===== src/rtl/vfifo_pkg.sv =====
// Shared definitions for the vfifo controllers: depth helpers and the
// status-flag bundle whose bit order is reused by the dual-clock variant.
package vfifo_pkg;

  function automatic int clog2(input int value);
    int result;
    int remaining;
    result = 0;
    remaining = value - 1;
    while (remaining > 0) begin
      result++;
      remaining = remaining >> 1;
    end
    return result;
  endfunction

  function automatic int vfifo_depth(input int addr_width);
    return 1 << addr_width;
  endfunction

  // Bit order {overflow, underflow, almost_full, almost_empty, full, empty}.
  typedef struct packed {
    logic overflow;
    logic underflow;
    logic almost_full;
    logic almost_empty;
    logic full;
    logic empty;
  } vfifo_status_t;

  // An empty FIFO is also almost empty; nothing else is asserted.
  localparam vfifo_status_t VFIFO_STATUS_RST = 6'b000101;

endpackage


===== src/rtl/vfifo_sc_ctrl_if.sv =====
// Request/status bundle between the FIFO controller (slave side) and the
// producer/consumer logic that owns the RAM data path (master side).
interface vfifo_sc_ctrl_if #(
  parameter int ADDR_WIDTH = 9
);
  import vfifo_pkg::*;

  logic                  wr_req;
  logic                  rd_req;
  logic                  clear;
  logic                  we_a;
  logic [ADDR_WIDTH-1:0] adr_a;
  logic [ADDR_WIDTH-1:0] adr_b;
  logic                  rd_valid;
  logic                  full;
  logic                  empty;
  logic                  almost_full;
  logic                  almost_empty;
  logic [ADDR_WIDTH:0]   fill_level;
  logic                  overflow;
  logic                  underflow;

  modport slave (
    input  wr_req, rd_req, clear,
    output we_a, adr_a, adr_b, rd_valid, full, empty,
           almost_full, almost_empty, fill_level, overflow, underflow
  );

  modport master (
    output wr_req, rd_req, clear,
    input  we_a, adr_a, adr_b, rd_valid, full, empty,
           almost_full, almost_empty, fill_level, overflow, underflow
  );

endinterface


===== src/rtl/vfifo_ptr.sv =====
// Wrapping FIFO pointer with one extra MSB so full and empty can be told
// apart when the address bits match.
module vfifo_ptr
  import vfifo_pkg::*;
#(
  parameter int W = 10
) (
  input  logic         clk,
  input  logic         rst_n,
  input  logic         inc_i,
  input  logic         clr_i,
  output logic [W-1:0] ptr_o,
  output logic [W-1:0] ptr_d_o
);

  logic [W-1:0] ptr_q;
  logic [W-1:0] ptr_d;

  // Clear wins over increment; the add wraps naturally at 2**W.
  always_comb begin
    ptr_d = ptr_q;
    if (clr_i) begin
      ptr_d = '0;
    end else if (inc_i) begin
      ptr_d = ptr_q + W'(1);
    end
  end

  always_ff @(posedge clk or negedge rst_n) begin
    if (!rst_n) begin
      ptr_q <= '0;
    end else begin
      ptr_q <= ptr_d;
    end
  end

  assign ptr_o   = ptr_q;
  assign ptr_d_o = ptr_d;

endmodule


===== src/rtl/vfifo_sc_ctrl.sv =====
// Single-clock FIFO controller: owns the read/write pointers of an external
// dual-port RAM, gates requests on registered flags and reports fill status.
module vfifo_sc_ctrl
  import vfifo_pkg::*;
#(
  parameter int ADDR_WIDTH = 9,
  parameter int AFULL_TH   = 2**ADDR_WIDTH - 4,
  parameter int AEMPTY_TH  = 4
) (
  input  logic           clk,
  input  logic           rst_n,
  vfifo_sc_ctrl_if.slave bus
);

  localparam int PTR_W = ADDR_WIDTH + 1;
  localparam int DEPTH = vfifo_depth(ADDR_WIDTH);
  localparam logic [PTR_W-1:0] AFULL_LVL  = PTR_W'(AFULL_TH);
  localparam logic [PTR_W-1:0] AEMPTY_LVL = PTR_W'(AEMPTY_TH);
  localparam logic [PTR_W-1:0] DEPTH_LVL  = PTR_W'(DEPTH);

  logic             wr_acc;
  logic             rd_acc;
  logic [PTR_W-1:0] wr_ptr_q;
  logic [PTR_W-1:0] wr_ptr_d;
  logic [PTR_W-1:0] rd_ptr_q;
  logic [PTR_W-1:0] rd_ptr_d;
  logic [PTR_W-1:0] fill_q;
  logic [PTR_W-1:0] fill_d;
  logic             rd_valid_q;
  logic             rd_valid_d;
  vfifo_status_t    stat_q;
  vfifo_status_t    stat_d;

  // Acceptance looks only at last cycle's flags, so no combinational path
  // runs from a request through the pointers back into the flags.
  always_comb begin
    wr_acc = bus.wr_req & ~stat_q.full  & ~bus.clear;
    rd_acc = bus.rd_req & ~stat_q.empty & ~bus.clear;
  end

  vfifo_ptr #(.W(PTR_W)) u_wr_ptr (
    .clk     (clk),
    .rst_n   (rst_n),
    .inc_i   (wr_acc),
    .clr_i   (bus.clear),
    .ptr_o   (wr_ptr_q),
    .ptr_d_o (wr_ptr_d)
  );

  vfifo_ptr #(.W(PTR_W)) u_rd_ptr (
    .clk     (clk),
    .rst_n   (rst_n),
    .inc_i   (rd_acc),
    .clr_i   (bus.clear),
    .ptr_o   (rd_ptr_q),
    .ptr_d_o (rd_ptr_d)
  );

  // Fill level is tracked incrementally and always equals wr_ptr - rd_ptr.
  always_comb begin
    fill_d = fill_q;
    if (bus.clear) begin
      fill_d = '0;
    end else begin
      case ({wr_acc, rd_acc})
        2'b10:   fill_d = fill_q + PTR_W'(1);
        2'b01:   fill_d = fill_q - PTR_W'(1);
        default: fill_d = fill_q;
      endcase
    end
  end

  // Full is equal address bits with opposite MSBs on the next pointers.
  always_comb begin
    stat_d              = VFIFO_STATUS_RST;
    stat_d.empty        = (wr_ptr_d == rd_ptr_d);
    stat_d.full         = (wr_ptr_d[ADDR_WIDTH-1:0] == rd_ptr_d[ADDR_WIDTH-1:0])
                          && (wr_ptr_d[ADDR_WIDTH] != rd_ptr_d[ADDR_WIDTH]);
    stat_d.almost_full  = (fill_d >= AFULL_LVL);
    stat_d.almost_empty = (fill_d <= AEMPTY_LVL);
    stat_d.overflow     = bus.wr_req & stat_q.full  & ~bus.clear;
    stat_d.underflow    = bus.rd_req & stat_q.empty & ~bus.clear;
    rd_valid_d          = rd_acc;
  end

  always_ff @(posedge clk or negedge rst_n) begin
    if (!rst_n) begin
      fill_q     <= '0;
      stat_q     <= VFIFO_STATUS_RST;
      rd_valid_q <= 1'b0;
    end else begin
      fill_q     <= fill_d;
      stat_q     <= stat_d;
      rd_valid_q <= rd_valid_d;
    end
  end

  assign bus.we_a         = wr_acc;
  assign bus.adr_a        = wr_ptr_q[ADDR_WIDTH-1:0];
  assign bus.adr_b        = rd_ptr_q[ADDR_WIDTH-1:0];
  assign bus.rd_valid     = rd_valid_q;
  assign bus.fill_level   = fill_q;
  assign bus.full         = stat_q.full;
  assign bus.empty        = stat_q.empty;
  assign bus.almost_full  = stat_q.almost_full;
  assign bus.almost_empty = stat_q.almost_empty;
  assign bus.overflow     = stat_q.overflow;
  assign bus.underflow    = stat_q.underflow;

  // DEPTH_LVL documents the largest legal fill_level value.
  logic unused_depth;
  assign unused_depth = ^DEPTH_LVL;

endmodule


===== src/flat_wrapper.sv =====
// flat-port wrapper written by rule: the top's interface ports become plain ports
module vfifo_sc_ctrl_flat import vfifo_pkg::*;
#(
  parameter int ADDR_WIDTH = 9,
  parameter int AFULL_TH   = 2**ADDR_WIDTH - 4,
  parameter int AEMPTY_TH  = 4
)
  (clk, rst_n, bus_wr_req, bus_rd_req, bus_clear, bus_we_a, bus_adr_a, bus_adr_b, bus_rd_valid, bus_full, bus_empty, bus_almost_full, bus_almost_empty, bus_fill_level, bus_overflow, bus_underflow);
  vfifo_sc_ctrl_if #(.ADDR_WIDTH(ADDR_WIDTH)) bus_i ();
  input  logic clk;
  input  logic rst_n;
  input wire logic [$bits(bus_i.wr_req)-1:0] bus_wr_req;
  input wire logic [$bits(bus_i.rd_req)-1:0] bus_rd_req;
  input wire logic [$bits(bus_i.clear)-1:0] bus_clear;
  output wire logic [$bits(bus_i.we_a)-1:0] bus_we_a;
  output wire logic [$bits(bus_i.adr_a)-1:0] bus_adr_a;
  output wire logic [$bits(bus_i.adr_b)-1:0] bus_adr_b;
  output wire logic [$bits(bus_i.rd_valid)-1:0] bus_rd_valid;
  output wire logic [$bits(bus_i.full)-1:0] bus_full;
  output wire logic [$bits(bus_i.empty)-1:0] bus_empty;
  output wire logic [$bits(bus_i.almost_full)-1:0] bus_almost_full;
  output wire logic [$bits(bus_i.almost_empty)-1:0] bus_almost_empty;
  output wire logic [$bits(bus_i.fill_level)-1:0] bus_fill_level;
  output wire logic [$bits(bus_i.overflow)-1:0] bus_overflow;
  output wire logic [$bits(bus_i.underflow)-1:0] bus_underflow;
  assign bus_i.wr_req = bus_wr_req;
  assign bus_i.rd_req = bus_rd_req;
  assign bus_i.clear = bus_clear;
  assign bus_we_a = bus_i.we_a;
  assign bus_adr_a = bus_i.adr_a;
  assign bus_adr_b = bus_i.adr_b;
  assign bus_rd_valid = bus_i.rd_valid;
  assign bus_full = bus_i.full;
  assign bus_empty = bus_i.empty;
  assign bus_almost_full = bus_i.almost_full;
  assign bus_almost_empty = bus_i.almost_empty;
  assign bus_fill_level = bus_i.fill_level;
  assign bus_overflow = bus_i.overflow;
  assign bus_underflow = bus_i.underflow;
  vfifo_sc_ctrl #(.ADDR_WIDTH(ADDR_WIDTH), .AFULL_TH(AFULL_TH), .AEMPTY_TH(AEMPTY_TH)) u_core (.clk(clk), .rst_n(rst_n), .bus(bus_i));
endmodule

===== config.mk =====
export PLATFORM = sky130hd
export DESIGN_NAME = vfifo_sc_ctrl_flat
export DESIGN_NICKNAME = d
export VERILOG_FILES = /design/src/rtl/vfifo_pkg.sv /design/src/rtl/vfifo_sc_ctrl_if.sv /design/src/rtl/vfifo_ptr.sv /design/src/rtl/vfifo_sc_ctrl.sv /design/src/flat_wrapper.sv
export SDC_FILE = /design/constraint.sdc
export NUM_CORES = 1
export LEC_CHECK = 0
export CAP_MARGIN = 30
export CELL_PAD_IN_SITES_DETAIL_PLACEMENT = 1
export CELL_PAD_IN_SITES_GLOBAL_PLACEMENT = 1
export CORE_MARGIN = 5
export CORE_UTILIZATION = 36
export CTS_CLUSTER_SIZE = 14
export DETAILED_ROUTE_END_ITERATION = 12
export GPL_TIMING_DRIVEN = 0
export HOLD_SLACK_MARGIN = 0.12
export PLACE_DENSITY = 0.86
export SYNTH_ARGS = -nofsm -noshare
export SYNTH_HDL_FRONTEND = slang
export SYNTH_SLANG_ARGS = --single-unit
export TNS_END_PERCENT = 20

===== constraint.sdc =====
create_clock -name clk -period 2.7 [get_ports clk]
set_input_delay 0.81 -clock clk [delete_from_list [all_inputs] [get_ports clk]]
set_output_delay 0.81 -clock clk [all_outputs]
set_load 0.05 [all_outputs]

==> results of run 1 <==
==> state kept, by name, indices dropped and copies added (netlist names) <==
register	cells
u_core.bus.fill_level	10
u_core.u_rd_ptr.ptr_o	10
u_core.u_wr_ptr.ptr_o	10
u_core.bus.almost_empty	1
u_core.bus.almost_full	1
u_core.bus.empty	1
u_core.bus.full	1
u_core.bus.overflow	1
u_core.bus.rd_valid	1
u_core.bus.underflow	1
==> cell families (layout without fill, tap and decap cells) <==
logic type	Yosys count	after routing	synth area share [%]
AND/OR/NAND/NOR	116	116	25.0
AO/OA/AOI/OAI	39	39	11.5
buffers and inverters	38	105	8.78
flip-flops	37	37	38.3
XOR/XNOR	34	34	12.3
multiplexers	5	5	2.07
adder cells (fa/ha/maj)	4	4	2.07
==> routing by layer <==
layer  part of all wire (%)  wire length [um]  GRT usage (%)  vias to the layer above
li1                       -                 -              -                     1078
met4                    1.8               162           8.66                        0
met5                      0                 0              0                        -
met1                     44              3860           24.8                     1254
met2                     51              4460           35.0                       88
met3                    3.8               334           4.02                       16
==> worst paths after layout <==
| kind | slack [ns] | depth (start not counted) | endpoint |
|---|---|---|---|
| hold reg to reg | 0.54 | 2 | u_core.bus.underflow$_DFF_PN0_ |
| max in group asynchronous | 1.50 | 1 | u_core.u_rd_ptr.ptr_o[0]$_DFF_PN0_ |
| hold / removal | 0.54 | 2 | u_core.bus.underflow$_DFF_PN0_ |
| min in group asynchronous | 0.61 | 1 | u_core.bus.fill_level[7]$_DFF_PN0_ |
| setup reg to reg | -0.13 | 12 | u_core.bus.almost_full$_DFF_PN0_ |
| setup / recovery | -0.30 | 13 | u_core.bus.almost_full$_DFF_PN0_ |
==> cells in the mapped netlist, types with 2 or more instances <==
| library cell | count | area share, % |
|---|---|---|
| o211ai_1 | 5 | 1.5 |
| or3_1 | 2 | 0.52 |
| nor3_1 | 4 | 0.83 |
| dfstp_2 | 2 | 2.2 |
| clkbuf_1 | 9 | 1.4 |
| nand2_1 | 17 | 2.6 |
| or4_1 | 3 | 0.93 |
| nand4_1 | 7 | 1.8 |
| and3_1 | 6 | 1.5 |
| inv_1 | 6 | 0.93 |
| nor3b_1 | 2 | 0.62 |
| ha_1 | 4 | 2.1 |
| nor4bb_1 | 2 | 0.83 |
| a41o_1 | 2 | 0.83 |
| o21ai_0 | 5 | 1.0 |
| buf_1 | 2 | 0.31 |
| nor4_1 | 4 | 1.0 |
| xor2_1 | 16 | 5.8 |
| buf_2 | 2 | 0.41 |
| buf_4 | 18 | 5.6 |
| dfrtp_1 | 35 | 36 |
| xnor2_1 | 18 | 6.5 |
| nand3_1 | 10 | 2.1 |
| mux2i_1 | 5 | 2.1 |
| and2_1 | 2 | 0.52 |
| nand2b_1 | 4 | 1.0 |
| nor2b_1 | 6 | 1.5 |
| nand3b_1 | 2 | 0.62 |
| nor2_1 | 38 | 5.9 |
| a31oi_1 | 6 | 1.5 |
| o31ai_1 | 2 | 0.62 |
| a21oi_1 | 8 | 1.7 |
| a41oi_1 | 2 | 0.72 |
==> power breakdown <==
group / leakage, nW / internal, mW / switching [mW]
registers: 0.506 / 0.593 / 0.0351
logic: 0.959 / 0.217 / 0.368
clock network: 0.0543 / 0.277 / 0.232
total: 1.52 / 1.09 / 0.636
==> per-stage QoR <==
| stage | TNS (ns) | area [um2] | utilization, % | hold WS [ns] | setup slack (ns) |
|---|---|---|---|---|---|
| floorplan | -0.965 | 2480 | - | 0.513 | -0.423 |
| detailed placement | -16.30 | 2970 | 44.5 | 0.513 | -1.38 |
| global route | -0.991 | 3380 | 50.6 | 0.575 | -0.371 |
| global placement | -17.96 | 2980 | 44.6 | 0.515 | -1.30 |
| CTS | -1.01 | 3280 | 49.0 | 0.545 | -0.430 |
| finish | -0.684 | 3380 | 50.6 | 0.541 | -0.300 |
==> repair_timing <==
item,in CTS,in global routing
endpoints found under the setup margin,26,11
buffers inserted,13,8
gates cloned,0,0
pin swaps,14,18
gates resized for setup,39,20
==> worst min-delay path: cells and delay by family (launching register included) <==
family,cells,cell delay [ns]
AND/OR/NAND/NOR,2,0.10
flip-flops,1,0.40
==> cell usage in the layout (no fill, tap or decap), types with 3 or more instances in the layout <==
master / instances
xnor2_1: 16
buf_6: 3
a21oi_1: 5
buf_2: 3
o21ai_0: 5
buf_4: 36
nand3_1: 8
a31oi_1: 6
nor4_1: 3
clkbuf_2: 3
clkdlybuf4s50_1: 35
nor2_1: 35
inv_1: 3
nand2b_1: 4
nand4_1: 7
and3_1: 6
o211ai_1: 5
nor2b_1: 6
clkbuf_8: 6
xor2_1: 15
dfrtp_1: 35
nand2_1: 16
mux2i_1: 5
clkbuf_1: 5
==> cell type report <==
type	count	area (um2)	area share [%]
tap	80	100	2.96
clock buffer	5	68.8	2.03
inverter	7	30.0	0.888
timing repair buffer	60	568	16.8
clock inverter	3	46.3	1.37
buffer	30	199	5.88
sequential	37	928	27.4
multi-input combinational	198	1440	42.6
==> impl_metrics.json, run 1 <==
{
  "status": "finished, violations left",
  "violations": "setup timing",
  "grt_pass1_wl_um": 13600,
  "min_from": "u_core.bus.empty$_DFF_PN1_",
  "clock_sinks": 37,
  "critPathLaunchType": "primary input",
  "crit_slowest_cell": "or3b_4",
  "firstDrtPassIters": 4,
  "synth_warnings": 0,
  "synthArstFlopShare_pct": 100,
  "start_util_pct": 36.3,
  "path_buf_inv": 3,
  "die_area_mm2": 0.00847,
  "grt_max_degree": 38,
  "reg2reg_from": "u_core.bus.empty$_DFF_PN1_",
  "required_ns": 2.94,
  "ys.flop_type": "dfrtp_1",
  "antenna_found_initial": 0,
  "drv_slew": 0,
  "layout_setup_ws_ns": -0.300,
  "vias": 2436,
  "path_clk_slew_ns": 0.09,
  "dr.first_iter.drc_count": 157,
  "fp.dieW_um": 92.1,
  "ctsLongestPathBuffers": 2,
  "hold_viol": 0,
  "critical_path.max_stage_delay_ns": 0.44,
  "wl_um": 8810,
  "dp_hpwl_um": 5570,
  "ys_seq_area_share_pct": 38.3,
  "leakagePower_nw": 1.52,
  "synthCells": 273,
  "rsz0062_at_grt": "yes",
  "io_buffers": 40,
  "num_rows": 30,
  "power_mw": 1.72,
  "setup_violations": 3,
  "drtAntennaViolNets": 0,
  "netlist_area_mm2": 0.00242,
  "overflow": 0,
  "tightest_slew_ns": 0.897,
  "nFillCells": 781,
  "gr-usage-all-layers_pct": 20.4,
  "crit_type": "primary input to flop",
  "clkLatencyLatePin_ns": 0.31,
  "cts_tree": "built",
  "period_minus_slack_ns": 3.00,
  "critical_path_arrival_ns": 3.24,
  "p_per_area_mw_per_mm2": 509,
  "htree_num_levels": 2,
  "synth_edf_count": 0,
  "design.core.area_mm2": 0.00668,
  "synth_nets": 282,
  "cp_top_family": "simple AND/OR/NAND/NOR gates",
  "grt_pass1_vias": 2611,
  "final_cell_count_no_fill": 420,
  "fin_worst_skew_ns": 0.0117,
  "crit_start": "bus_clear",
  "yosysUniqueCellTypes": 50,
  "peakVddDrop_v": 0.000224,
  "syn2layout_area_growth_pct": 39.6,
  "vias_per_cell": 5.80,
  "hold_buffers": 0,
  "gp_congestion": 0.835,
  "cp_cell_sequence": "buf_8 -> or3b_4 -> nor2_4 -> xnor2_2 -> ha_2 -> buf_6 -> buf_6 -> nand3_4 -> or3b_4 -> o211ai_1 -> a31oi_1 -> nor3b_1 -> a41o_1",
  "clockRootBuffer": "clkbuf_8",
  "hold_class": "flop to flop",
  "max_freq_mhz": 333,
  "placedCellCount": 393,
  "cap_violations": 0,
  "io_pins": 41,
  "crit_path_end_kind": "flop",
  "slew_headroom_pct": 40.2,
  "layout-drive-gt1-share_pct": 26.8,
  "crit_path_max_fanout": 4,
  "synth_area_per_cell_um2": 8.88,
  "cts_made_buffers": 5,
  "final_nets": 348,
  "die_h_um": 92.1,
  "fin_crit_sh_pct": 111,
  "yosys_register_bits": 37,
  "drc": 0,
  "n_antenna_cell": 0,
  "wl_per_cell_um": 21.0
}
Note: power is estimated with default switching activity, not from simulation.
==> run 2: changes to the inputs <==
--- a/config.mk
+++ b/config.mk
@@ -8,13 +8,14 @@
 export CAP_MARGIN = 30
 export CELL_PAD_IN_SITES_DETAIL_PLACEMENT = 1
 export CELL_PAD_IN_SITES_GLOBAL_PLACEMENT = 1
+export CORE_ASPECT_RATIO = 1.2
 export CORE_MARGIN = 5
-export CORE_UTILIZATION = 36
+export CORE_UTILIZATION = 40
 export CTS_CLUSTER_SIZE = 14
 export DETAILED_ROUTE_END_ITERATION = 12
 export GPL_TIMING_DRIVEN = 0
 export HOLD_SLACK_MARGIN = 0.12
-export PLACE_DENSITY = 0.86
+export PLACE_DENSITY = 0.9
 export SYNTH_ARGS = -nofsm -noshare
 export SYNTH_HDL_FRONTEND = slang
 export SYNTH_SLANG_ARGS = --single-unit
==> constraint.sdc (replaced) <==
create_clock -name clk -period 2.8 [get_ports clk]
set_input_delay 0.84 -clock clk [delete_from_list [all_inputs] [get_ports clk]]
set_output_delay 0.84 -clock clk [all_outputs]
set_load 0.05 [all_outputs]
==> run 2 against run 1 <==
Effect of this change:
- the run still ends with setup timing left
- hold slack got worse by 0.0076 ns
- utilization increased by 6.4 points
- global-route usage increased by 2.1 points
- sequential power decreased by 3.7%
- critical path depth unchanged
- critical endpoint unchanged
- highest routed layer unchanged
==> impl_metrics.json, run 2 (synthesized netlist as in run 1, its figures left out) <==
{
  "ctsLongestPathBuffers": 2,
  "fin_util_pct": 57.1,
  "start_util_pct": 40.6,
  "fin_hold_ws_ns": 0.534,
  "clockRootBuffer": "clkbuf_8",
  "crit_type": "primary input to flop",
  "min_from": "u_core.bus.empty$_DFF_PN1_",
  "dr.first_iter.drc_count": 119,
  "fin_crit_sh_pct": 110,
  "multi_input_area_mm2": 0.00147,
  "leakagePower_nw": 1.53,
  "critical_path_arrival_ns": 3.31,
  "drtAntennaViolNets": 0,
  "cp_top_family": "simple AND/OR/NAND/NOR gates",
  "firstDrtPassIters": 4,
  "required_ns": 3.03,
  "overflow": 0,
  "drc": 0,
  "path_buf_inv": 3,
  "crit_path_max_fanout": 4,
  "max_freq_mhz": 325,
  "peakVddDrop_v": 0.000271,
  "use_met1_pct": 25.1,
  "power_mw": 1.67,
  "vias_per_cell": 5.64,
  "reg2reg_to": "u_core.bus.almost_full$_DFF_PN0_",
  "setup_violations": 5,
  "crit_path_end_kind": "flop",
  "reg2reg_slack_ns": -0.12,
  "layout_setup_ws_ns": -0.276,
  "path_clk_slew_ns": 0.08,
  "hold_class": "flop to flop",
  "min_to": "u_core.bus.underflow$_DFF_PN0_",
  "status": "finished, violations left",
  "hold_viol": 0,
  "die_h_um": 95.3,
  "reg2reg_from": "u_core.bus.fill_level[1]$_DFF_PN0_",
  "layout-drive-gt1-share_pct": 26.4,
  "vias": 2386,
  "antenna_found_initial": 0,
  "syn2layout_area_growth_pct": 40.6,
  "htree_num_levels": 2,
  "io_buffers": 40,
  "hold_depth": 2,
  "crit_slowest_cell": "or3b_2",
  "rsz0062_at_grt": "yes",
  "wl_per_cell_um": 20.1,
  "use_met3_pct": 2.74,
  "grt_pass1_vias": 2561,
  "num_rows": 31,
  "n_antenna_cell": 0,
  "grt_busiest_layer": "met2",
  "use_met2_pct": 41.8,
  "nFillCells": 718,
  "r2r.worst_path.cells": 11,
  "dp_hpwl_um": 5460,
  "fp.dieW_um": 81.1,
  "layout_commonest_cell": "buf_4",
  "period_minus_slack_ns": 3.08,
  "cts_made_buffers": 5,
  "die_area_mm2": 0.00772,
  "register_area_um2": 928,
  "slew_headroom_pct": 41.0,
  "tightest_slew_ns": 0.885,
  "design.core.area_mm2": 0.00597,
  "grt_pass1_wl_um": 13300,
  "cap_violations": 0,
  "final_nets": 349,
  "fin_worst_skew_ns": 0.00333,
  "final_cell_mix": "39 x buf_4, 35 x nor2_1, 35 x clkdlybuf4s50_1, 35 x dfrtp_1",
  "gp_congestion": 0.867,
  "io_pins": 41,
  "cp_cell_sequence": "buf_8 -> or3b_4 -> buf_6 -> nor2_4 -> xnor2_1 -> ha_2 -> buf_4 -> nand3_2 -> or3b_2 -> o211ai_1 -> a31oi_2 -> nor3b_2 -> a41o_1",
  "drv_slew": 0,
  "gr-usage-all-layers_pct": 22.5,
  "grt_max_degree": 38,
  "critical_path.max_stage_delay_ns": 0.48,
  "p_per_area_mw_per_mm2": 490,
  "cts_tree": "built",
  "critPathLaunchType": "primary input",
  "clock_sinks": 37,
  "wl_um": 8520,
  "violations": "setup timing",
  "clkLatencyLatePin_ns": 0.29
}
==> run 2: cell types whose count changed in the layout (fill, tap and decap cells not counted), moves of 2 or more <==
cell / previous run / this run
clkbuf_2: 3 / 0
nor3_1: 2 / 4
buf_4: 36 / 39
clkbuf_1: 5 / 7
nor3_2: 2 / 0
==> run 2: cell type report <==
type                    instances  share of cell area [%]
multi-input cells             198                    43.0
repair buffers                 61                    16.5
inverters                       7                   0.881
flip-flops and latches         37                    27.2
well taps                      82                    3.01
clock inverters                 2                    1.10
clock buffers                   6                    2.42
plain buffers                  30                    5.84
==> run 2: worst min-delay path, stage by stage, from the launching register on <==
cell and delay [ns]:
dfstp_2 0.40, nand2_1 0.06, nor2_1 0.04
==> run 2: through the flow <==
stage                     worst slack (ns)  std cells  instance area (um2)  TNS, ns
after floorplan                     -0.353        273                 2470   -0.729
after global placement               -1.28        395                 2970   -13.50
final                               -0.276        423                 3410   -0.674
after CTS                           -0.224        417                 3290   -0.440
after detailed placement             -1.40        395                 2970   -15.70
after global routing                -0.321        423                 3410    -1.10
==> run 2: where the power goes <==
| part | internal (mW) | switching, mW | total, mW |
|---|---|---|---|
| sequential | 0.571 | 0.0333 | 0.605 |
| combinational | 0.221 | 0.354 | 0.575 |
| clock | 0.290 | 0.201 | 0.491 |
| total | 1.08 | 0.588 | 1.67 |
==> run 2: worst max path at each step <==
stage | from | to | slack, ns | cells past startpoint
finish | bus_clear | u_core.bus.almost_full$_DFF_PN0_ | -0.28 | 13
global route | bus_clear | u_core.bus.almost_full$_DFF_PN0_ | -0.32 | 13
CTS | bus_clear | u_core.bus.almost_empty$_DFF_PN1_ | -0.22 | 13
detailed placement | bus_clear | u_core.bus.almost_empty$_DFF_PN1_ | -1.40 | 12
global placement | bus_clear | u_core.bus.almost_empty$_DFF_PN1_ | -1.28 | 12
floorplan | bus_clear | u_core.bus.almost_empty$_DFF_PN1_ | -0.35 | 12
==> run 2: per-layer routing <==
metal | up-vias | share of wire, % | wire length [um]
met5 | - | 0 | 0
met4 | 0 | 3.6 | 303
met3 | 22 | 3.1 | 265
met2 | 73 | 55 | 4720
met1 | 1219 | 38 | 3230
li1 | 1072 | - | -
==> run 2: timing repair <==
action,4_1_cts,5_1_grt
hold buffers,0,0
gates cloned,0,0
pin swaps,17,11
endpoints found under the hold margin,0,0
setup buffers,14,7
gates resized for setup,42,14
endpoints found under the setup margin,14,7
==> run 3: changes to the inputs <==
--- a/config.mk
+++ b/config.mk
@@ -5,6 +5,7 @@
 export SDC_FILE = /design/constraint.sdc
 export NUM_CORES = 1
 export LEC_CHECK = 0
+export ABC_CLOCK_PERIOD_IN_PS = 2800
 export CAP_MARGIN = 30
 export CELL_PAD_IN_SITES_DETAIL_PLACEMENT = 1
 export CELL_PAD_IN_SITES_GLOBAL_PLACEMENT = 1
==> results of run 3 <==
No change in the layout: final DEF, timing and power equal those of run 2.
